## config.mk

```make
export PLATFORM = sky130hd
export DESIGN_NAME = uart_rx_flat
export DESIGN_NICKNAME = d
export VERILOG_FILES = /design/src/rtl/uart_pkg.sv /design/src/rtl/uart_rx_if.sv /design/src/rtl/uart_rx_sampler.sv /design/src/rtl/uart_rx.sv /design/src/flat_wrapper.sv
export SDC_FILE = /design/constraint.sdc
export NUM_CORES = 1
export LEC_CHECK = 0
export CORE_UTILIZATION = 61
export DETAILED_ROUTE_END_ITERATION = 10
export DONT_BUFFER_PORTS = 1
export PLACE_DENSITY = 0.77
export SYNTH_ARGS = -nofsm -noshare
export SYNTH_HDL_FRONTEND = slang
export SYNTH_SLANG_ARGS = --single-unit
```

## constraint.sdc

```tcl
create_clock -name clk -period 2.6 [get_ports clk]
set_input_delay 0.52 -clock clk [delete_from_list [all_inputs] [get_ports clk]]
set_output_delay 0.52 -clock clk [all_outputs]
set_load 0.01 [all_outputs]
```

## src/rtl/uart_pkg.sv

```systemverilog
`default_nettype none
// ============================================================================
// Module      : uart_pkg
// Description : Shared UART definitions: receiver/transmitter state encoding
//               and the data word width.
// Revision    : 1.0 - initial release
// ============================================================================
package uart_pkg;

    localparam int DATA_W = 8;

    // Encoding is shared with the transmitter and its assertions; keep values.
    typedef enum logic [2:0] {
        IDLE   = 3'd0,
        START  = 3'd1,
        DATA   = 3'd2,
        PARITY = 3'd3,
        STOP   = 3'd4
    } uart_state_t;

endpackage : uart_pkg
`default_nettype wire

```

## src/rtl/uart_rx_if.sv

```systemverilog
`default_nettype none
// ============================================================================
// Module      : uart_rx_if
// Description : Consumer-side bundle of the UART receiver.
//               PAR_EN/PAR_TYP  : frame format (sampled at frame start)
//               P_DATA          : last good byte
//               DATA_valid      : one-cycle strobe, P_DATA is new
//               PAR_ERR/STP_ERR : one-cycle error strobes, frame dropped
//               busy            : receiver is inside a frame
//               master = receiver side, slave = consumer side.
// Revision    : 1.0 - initial release
// ============================================================================
interface uart_rx_if;
    import uart_pkg::*;

    logic              PAR_EN;
    logic              PAR_TYP;
    logic [DATA_W-1:0] P_DATA;
    logic              DATA_valid;
    logic              PAR_ERR;
    logic              STP_ERR;
    logic              busy;

    modport master (
        input  PAR_EN, PAR_TYP,
        output P_DATA, DATA_valid, PAR_ERR, STP_ERR, busy
    );

    modport slave (
        output PAR_EN, PAR_TYP,
        input  P_DATA, DATA_valid, PAR_ERR, STP_ERR, busy
    );

endinterface : uart_rx_if
`default_nettype wire

```

## src/rtl/uart_rx_sampler.sv

```systemverilog
`default_nettype none
// ============================================================================
// Module      : uart_rx_sampler
// Description : Bit-timing front end of the UART receiver: 2-flop input
//               synchroniser, prescale counter and 3-sample majority vote.
//   clk, rst_n  : clock, asynchronous active-low reset
//   i_rx        : raw serial line (asynchronous)
//   i_clear     : hold the prescale counter at 0 (receiver idle)
//   o_rx_sync   : synchronised line
//   bit_val     : majority-voted bit value, valid with bit_tick
//   bit_tick    : one-cycle decision strobe (mid-bit)
//   bit_end     : one-cycle strobe on the counter wrap (end of bit period)
// Revision    : 1.0 - initial release
// ============================================================================
module uart_rx_sampler #(
    parameter int OVERSAMPLE = 8
) (
    input  wire logic clk,
    input  wire logic rst_n,
    input  wire logic i_rx,
    input  wire logic i_clear,
    output logic      o_rx_sync,
    output logic      bit_val,
    output logic      bit_tick,
    output logic      bit_end
);

    localparam int CW = $clog2(OVERSAMPLE);

    // The counter value in a cycle is the value it takes one edge later minus
    // one, so comparing against (target - 1) makes the sample/decision happen
    // on the edge at which the counter reaches the target value.
    localparam logic [CW-1:0] c_samp0 = CW'(OVERSAMPLE/2 - 2);
    localparam logic [CW-1:0] c_samp1 = CW'(OVERSAMPLE/2 - 1);
    localparam logic [CW-1:0] c_dec   = CW'(OVERSAMPLE/2);
    localparam logic [CW-1:0] c_last  = CW'(OVERSAMPLE - 1);

    logic          r_sync1;
    logic          r_sync2;
    logic [CW-1:0] r_cnt;
    logic          r_samp0;
    logic          r_samp1;

    // Both flops reset to the idle (high) level so reset never looks like a
    // start bit.
    always_ff @(posedge clk or negedge rst_n) begin
        if (!rst_n) begin
            r_sync1 <= 1'b1;
            r_sync2 <= 1'b1;
        end else begin
            r_sync1 <= i_rx;
            r_sync2 <= r_sync1;
        end
    end

    always_ff @(posedge clk or negedge rst_n) begin
        if (!rst_n) begin
            r_cnt <= '0;
        end else if (i_clear || (r_cnt == c_last)) begin
            r_cnt <= '0;
        end else begin
            r_cnt <= r_cnt + CW'(1);
        end
    end

    always_ff @(posedge clk or negedge rst_n) begin
        if (!rst_n) begin
            r_samp0 <= 1'b1;
            r_samp1 <= 1'b1;
        end else if (!i_clear) begin
            if (r_cnt == c_samp0) r_samp0 <= r_sync2;
            if (r_cnt == c_samp1) r_samp1 <= r_sync2;
        end
    end

    // Third sample is the live synchronised line at the decision edge.
    assign bit_val   = (r_samp0 & r_samp1) | (r_samp0 & r_sync2) | (r_samp1 & r_sync2);
    assign bit_tick  = !i_clear && (r_cnt == c_dec);
    assign bit_end   = !i_clear && (r_cnt == c_last);
    assign o_rx_sync = r_sync2;

endmodule : uart_rx_sampler
`default_nettype wire

```

## src/rtl/uart_rx.sv

```systemverilog
`default_nettype none
// ============================================================================
// Module      : uart_rx
// Description : UART receiver. Frames are start(0), 8 data bits LSB first,
//               optional parity, stop(1). Good bytes are presented on P_DATA
//               with a one-cycle DATA_valid; bad frames raise exactly one of
//               PAR_ERR / STP_ERR for one cycle and are dropped.
//   clk, rst_n : clock, asynchronous active-low reset
//   RX_IN      : serial line, idle high, asynchronous
//   bus        : uart_rx_if.master (format inputs, data and status outputs)
// Revision    : 1.0 - initial release
// ============================================================================
module uart_rx
    import uart_pkg::*;
#(
    parameter int OVERSAMPLE = 8
) (
    input  wire logic clk,
    input  wire logic rst_n,
    input  wire logic RX_IN,
    uart_rx_if.master bus
);

    localparam int IW = $clog2(DATA_W);
    localparam logic [IW-1:0] c_last_idx = IW'(DATA_W - 1);

    uart_state_t       r_state;
    uart_state_t       w_next;
    logic              r_par_en;
    logic              r_par_typ;
    logic              r_par_bad;
    logic [IW-1:0]     r_idx;
    logic [DATA_W-1:0] r_byte;
    logic [DATA_W-1:0] r_p_data;
    logic              r_valid;
    logic              r_par_err;
    logic              r_stp_err;

    logic w_clear;
    logic w_rx_sync;
    logic w_bit_val;
    logic w_bit_tick;
    logic w_bit_end;
    logic w_frame_start;
    logic w_shift_en;
    logic w_idx_inc;
    logic w_par_chk;
    logic w_good;
    logic w_par_fail;
    logic w_stp_fail;
    logic w_par_exp;

    assign w_clear = (r_state == IDLE);

    uart_rx_sampler #(
        .OVERSAMPLE (OVERSAMPLE)
    ) u_sampler (
        .clk       (clk),
        .rst_n     (rst_n),
        .i_rx      (RX_IN),
        .i_clear   (w_clear),
        .o_rx_sync (w_rx_sync),
        .bit_val   (w_bit_val),
        .bit_tick  (w_bit_tick),
        .bit_end   (w_bit_end)
    );

    // ---------------- state register ----------------
    always_ff @(posedge clk or negedge rst_n) begin
        if (!rst_n) r_state <= IDLE;
        else        r_state <= w_next;
    end

    // ---------------- next-state logic ----------------
    always_comb begin
        w_next = r_state;
        case (r_state)
            IDLE:   if (!w_rx_sync) w_next = START;
            START: begin
                if (w_bit_tick && w_bit_val) w_next = IDLE;   // glitch, not a start bit
                else if (w_bit_end)          w_next = DATA;
            end
            DATA:   if (w_bit_end && (r_idx == c_last_idx)) w_next = r_par_en ? PARITY : STOP;
            PARITY: if (w_bit_end) w_next = STOP;
            STOP:   if (w_bit_tick) w_next = IDLE;            // no wait for the wrap
            default: w_next = IDLE;
        endcase
    end

    // ---------------- output / control decode ----------------
    always_comb begin
        w_frame_start = 1'b0;
        w_shift_en    = 1'b0;
        w_idx_inc     = 1'b0;
        w_par_chk     = 1'b0;
        w_good        = 1'b0;
        w_par_fail    = 1'b0;
        w_stp_fail    = 1'b0;
        case (r_state)
            IDLE:   w_frame_start = !w_rx_sync;
            DATA: begin
                w_shift_en = w_bit_tick;
                w_idx_inc  = w_bit_end;
            end
            PARITY: w_par_chk = w_bit_tick;
            STOP: begin
                // Stop-bit error outranks a parity error.
                w_stp_fail = w_bit_tick && !w_bit_val;
                w_par_fail = w_bit_tick &&  w_bit_val &&  r_par_bad;
                w_good     = w_bit_tick &&  w_bit_val && !r_par_bad;
            end
            default: ;
        endcase
    end

    assign w_par_exp = r_par_typ ? (^r_byte) : (~^r_byte);

    // ---------------- frame datapath ----------------
    always_ff @(posedge clk or negedge rst_n) begin
        if (!rst_n) begin
            r_par_en  <= 1'b0;
            r_par_typ <= 1'b0;
            r_par_bad <= 1'b0;
            r_idx     <= '0;
            r_byte    <= '0;
        end else begin
            if (w_frame_start) begin
                // Format is frozen for the whole frame.
                r_par_en  <= bus.PAR_EN;
                r_par_typ <= bus.PAR_TYP;
                r_par_bad <= 1'b0;
                r_idx     <= '0;
            end
            if (w_shift_en) r_byte[r_idx] <= w_bit_val;
            if (w_idx_inc)  r_idx <= r_idx + IW'(1);
            if (w_par_chk)  r_par_bad <= (w_bit_val != w_par_exp);
        end
    end

    // ---------------- output registers ----------------
    always_ff @(posedge clk or negedge rst_n) begin
        if (!rst_n) begin
            r_p_data  <= '0;
            r_valid   <= 1'b0;
            r_par_err <= 1'b0;
            r_stp_err <= 1'b0;
        end else begin
            r_valid   <= w_good;
            r_par_err <= w_par_fail;
            r_stp_err <= w_stp_fail;
            if (w_good) r_p_data <= r_byte;
        end
    end

    assign bus.P_DATA     = r_p_data;
    assign bus.DATA_valid = r_valid;
    assign bus.PAR_ERR    = r_par_err;
    assign bus.STP_ERR    = r_stp_err;
    assign bus.busy       = (r_state != IDLE);

endmodule : uart_rx
`default_nettype wire

```

## src/flat_wrapper.sv

```systemverilog
// flat-port wrapper written by rule: the top's interface ports become plain ports
module uart_rx_flat import uart_pkg::*;
#(
    parameter int OVERSAMPLE = 8
)
  (clk, rst_n, RX_IN, bus_PAR_EN, bus_PAR_TYP, bus_P_DATA, bus_DATA_valid, bus_PAR_ERR, bus_STP_ERR, bus_busy);
  uart_rx_if bus_i ();
  input  wire logic clk;
  input  wire logic rst_n;
  input  wire logic RX_IN;
  input wire logic [$bits(bus_i.PAR_EN)-1:0] bus_PAR_EN;
  input wire logic [$bits(bus_i.PAR_TYP)-1:0] bus_PAR_TYP;
  output wire logic [$bits(bus_i.P_DATA)-1:0] bus_P_DATA;
  output wire logic [$bits(bus_i.DATA_valid)-1:0] bus_DATA_valid;
  output wire logic [$bits(bus_i.PAR_ERR)-1:0] bus_PAR_ERR;
  output wire logic [$bits(bus_i.STP_ERR)-1:0] bus_STP_ERR;
  output wire logic [$bits(bus_i.busy)-1:0] bus_busy;
  assign bus_i.PAR_EN = bus_PAR_EN;
  assign bus_i.PAR_TYP = bus_PAR_TYP;
  assign bus_P_DATA = bus_i.P_DATA;
  assign bus_DATA_valid = bus_i.DATA_valid;
  assign bus_PAR_ERR = bus_i.PAR_ERR;
  assign bus_STP_ERR = bus_i.STP_ERR;
  assign bus_busy = bus_i.busy;
  uart_rx #(.OVERSAMPLE(OVERSAMPLE)) u_core (.clk(clk), .rst_n(rst_n), .RX_IN(RX_IN), .bus(bus_i));
endmodule
```

==> out/qor.yml <==
place:
  placed_cells: 174
  port_buffers: 0
  place_area_um2: 1700
  routabilityCongestion: 0.836
  dp_slack_ns: 0.466
  hpwl_um: 2070
logic_synthesis:
  ys_warn_count: 0
  syn_area_per_cell_um2: 11.3
  syn-cell-area_um2: 1680
  synthesis.nets: 161
  ys_async_sr_fraction: 1.00
  syn-instance-count: 149
  yosysUniqueCellTypes: 32
  synth_ff_type: "dfrtp_1"
  yosysSeqAreaShare: 0.524
  synth_edf_count: 0
  ys_ff_latch: 35
layout:
  finalNetCount: 165
  mostFrequentLayoutCells: "dfrtp_1 (31), mux2_2 (18), nand2_1 (16)"
  layout.cells.non_filler: 184
  fin_util: 0.710
  antenna_cells: 0
  final_common_cell: "dfrtp_1"
  nFillCells: 180
  syn2layout_area_growth_pct: 7.51
  fin_area_um2: 1810
  drive_gt1_frac: 0.214
clock_network:
  htreeDepth: 2
  cts_tree: "yes"
  clk_pin_slew_worst_paths_ns: 0.10
  cts_buffers: 5
  ctsLongestPathBuffers: 2
  cts-root-buf: "clkbuf_4"
  cts_sinks: 35
  cts_resized: 0
  postCtsSetupBuffers: 0
  clk_latency_ns: 0.36
power:
  vdd_drop_max_v: 0.000738
  p_leak_nw: 0.852
  pwr_density_cell_nw_per_um2: 951
setup_path:
  cp_data_required_time_ns: 2.85
  cp_common_cell: "ha_1"
  path_cells: "ha_1, ha_1, a2111oi_0, or3_4, a2111o_1, o311ai_1"
  r2r_slack_ns: 0.34
  critPathSlowestCell: "ha_1"
  worstPathMaxFanout: 11
  start_kind: "flip-flop"
  critPathTopFamily: "adder cells"
  path_class: "flip-flop to flip-flop"
  arrival_ns: 2.50
  path_buf_inv: 0
  crit_path_end_kind: "flip-flop"
  max_stage_delay_ns: 0.45
outcome:
  status: "completed"
timing:
  setup_slack_ns: 0.344
  finalCritPeriodShare: 0.868
  skew_ns: 0.0203
  fmaxAchievable_ghz: 0.443
  setup_viol: 0
  maxSlewHeadroom: 0.624
  setup_tns_ns: 0
  tightest_slew_ns: 0.549
  rsz0062_at_grt: "no"
  period_minus_slack_ns: 2.26
  slew_violations: 0
  hold_viol: 0
global_routing:
  grt_max_degree: 36
  grt.overflow.total: 0
  grt_antenna_before_repair: 0
  track_usage: 0.261
  grt_pass1_wl_um: 5180
  grt_pass1_vias: 1136
flow_run:
  drv_cap: 0
floorplanning:
  die_width_um: 54.5
  die_area_um2: 2970
  rows: 18
  die_h_um: 54.5
  start_util: 0.661
  io_pins: 17
  coreArea_um2: 2540
drt:
  drtIter0Drc: 15
  dr.pass1.iters: 4
  wl_per_cell_um: 16.7
  via_per_inst: 5.90
  wl_um: 3070
  via_count: 1085
  ant_nets: 0
  drc: 0
worst_hold_path:
  hold_class: "input port to flip-flop"
-- repair_timing --
item	4_1_cts	5_1_grt
endpoints found under the hold margin	35	0
setup endpoints to repair	0	0
hold buffers	2	0
-- layout make-up --
cell class,count,area [um2],share of cell area
flip-flops and latches,35,881,0.487
multi-input cells,101,748,0.414
clock inverters,3,43.8,0.0242
clock buffers,5,37.5,0.0208
well taps,30,37.5,0.0208
repair buffers,2,30.0,0.0166
inverters,8,30.0,0.0166
-- logic make-up (layout without fill, tap and decap cells) --
kind of cell | Yosys count | in the layout | synth area share
buf+inv | 13 | 18 | 0.0312
xor+xnor | 9 | 9 | 0.0469
fa+ha+maj | 8 | 8 | 0.0603
mux | 19 | 19 | 0.126
simple gates | 46 | 46 | 0.134
flops | 35 | 35 | 0.524
compound gates | 19 | 19 | 0.0774
-- layer usage --
layer / track usage / vias to the layer above / part of all wire
li1: - / 529 / -
met1: 0.345 / 528 / 0.48
met2: 0.380 / 22 / 0.46
met3: 0.0972 / 6 / 0.040
met4: 0.115 / 0 / 0.018
met5: 0 / - / 0
-- cells in the mapped netlist (2+ instances only) --
cell type   n  area [um2]
xnor2_1     8        70.1
nand3_1     2        10.0
and3_1      3        18.8
nor2b_1     4        25.0
inv_1       8        30.0
nand2_1    16        60.1
nor2_1      8        30.0
nor3_1      6        30.0
clkbuf_1    2        7.51
o21ai_0     7        35.0
mux2_2     18         203
a2111oi_0   3        26.3
ha_1        7        87.6
nand2b_1    2        12.5
dfrtp_1    31         776
buf_2       3        15.0
dfstp_2     4         105
a31oi_1     3        18.8
-- final timing paths --
kind,from,depth (start not counted),end
max,u_core.u_sampler.r_cnt[1],6,u_core.r_state[1]
min,RX_IN,0,u_core.u_sampler.r_sync1
max reg2reg,u_core.u_sampler.r_cnt[1],6,u_core.r_state[1]
min reg2reg,u_core.u_sampler.r_sync1,0,u_core.u_sampler.o_rx_sync
max in group asynchronous,rst_n,2,u_core.u_sampler.r_sync1
min in group asynchronous,rst_n,2,u_core.r_byte[6]
-- state kept, by name (all words and copies together), names as in the netlist --
register,flops
u_core.bus.P_DATA,8
u_core.u_sampler.r_sync1,1
u_core.u_sampler.r_cnt,3
u_core.bus.DATA_valid,1
u_core.r_byte,8
u_core.r_state,3
u_core.u_sampler.o_rx_sync,1
u_core.r_par_typ,1
u_core.r_idx,3
u_core.u_sampler.r_samp1,1
u_core.r_par_bad,1
u_core.bus.STP_ERR,1
u_core.u_sampler.r_samp0,1
u_core.bus.PAR_ERR,1
u_core.r_par_en,1
-- worst register-to-register path: stages, from the launching register on --
cell	delay [ns]
dfrtp_1	0.40
ha_1	0.22
ha_1	0.45
a2111oi_0	0.22
or3_4	0.41
a2111o_1	0.36
o311ai_1	0.09
-- through the flow --
step           hold slack, ns  total power, mW
6_report                0.153             1.72
5_1_grt                 0.132             1.85
2_1_floorplan           0.224             1.19
3_3_place_gp            0.225             1.27
3_5_place_dp            0.225             1.31
4_1_cts                 0.140             1.73
-- power by group --
group,internal [mW],switching (mW)
combinational,0.235,0.305
clock,0.202,0.190
sequential,0.662,0.126
Power figures use the tool's default switching activity.
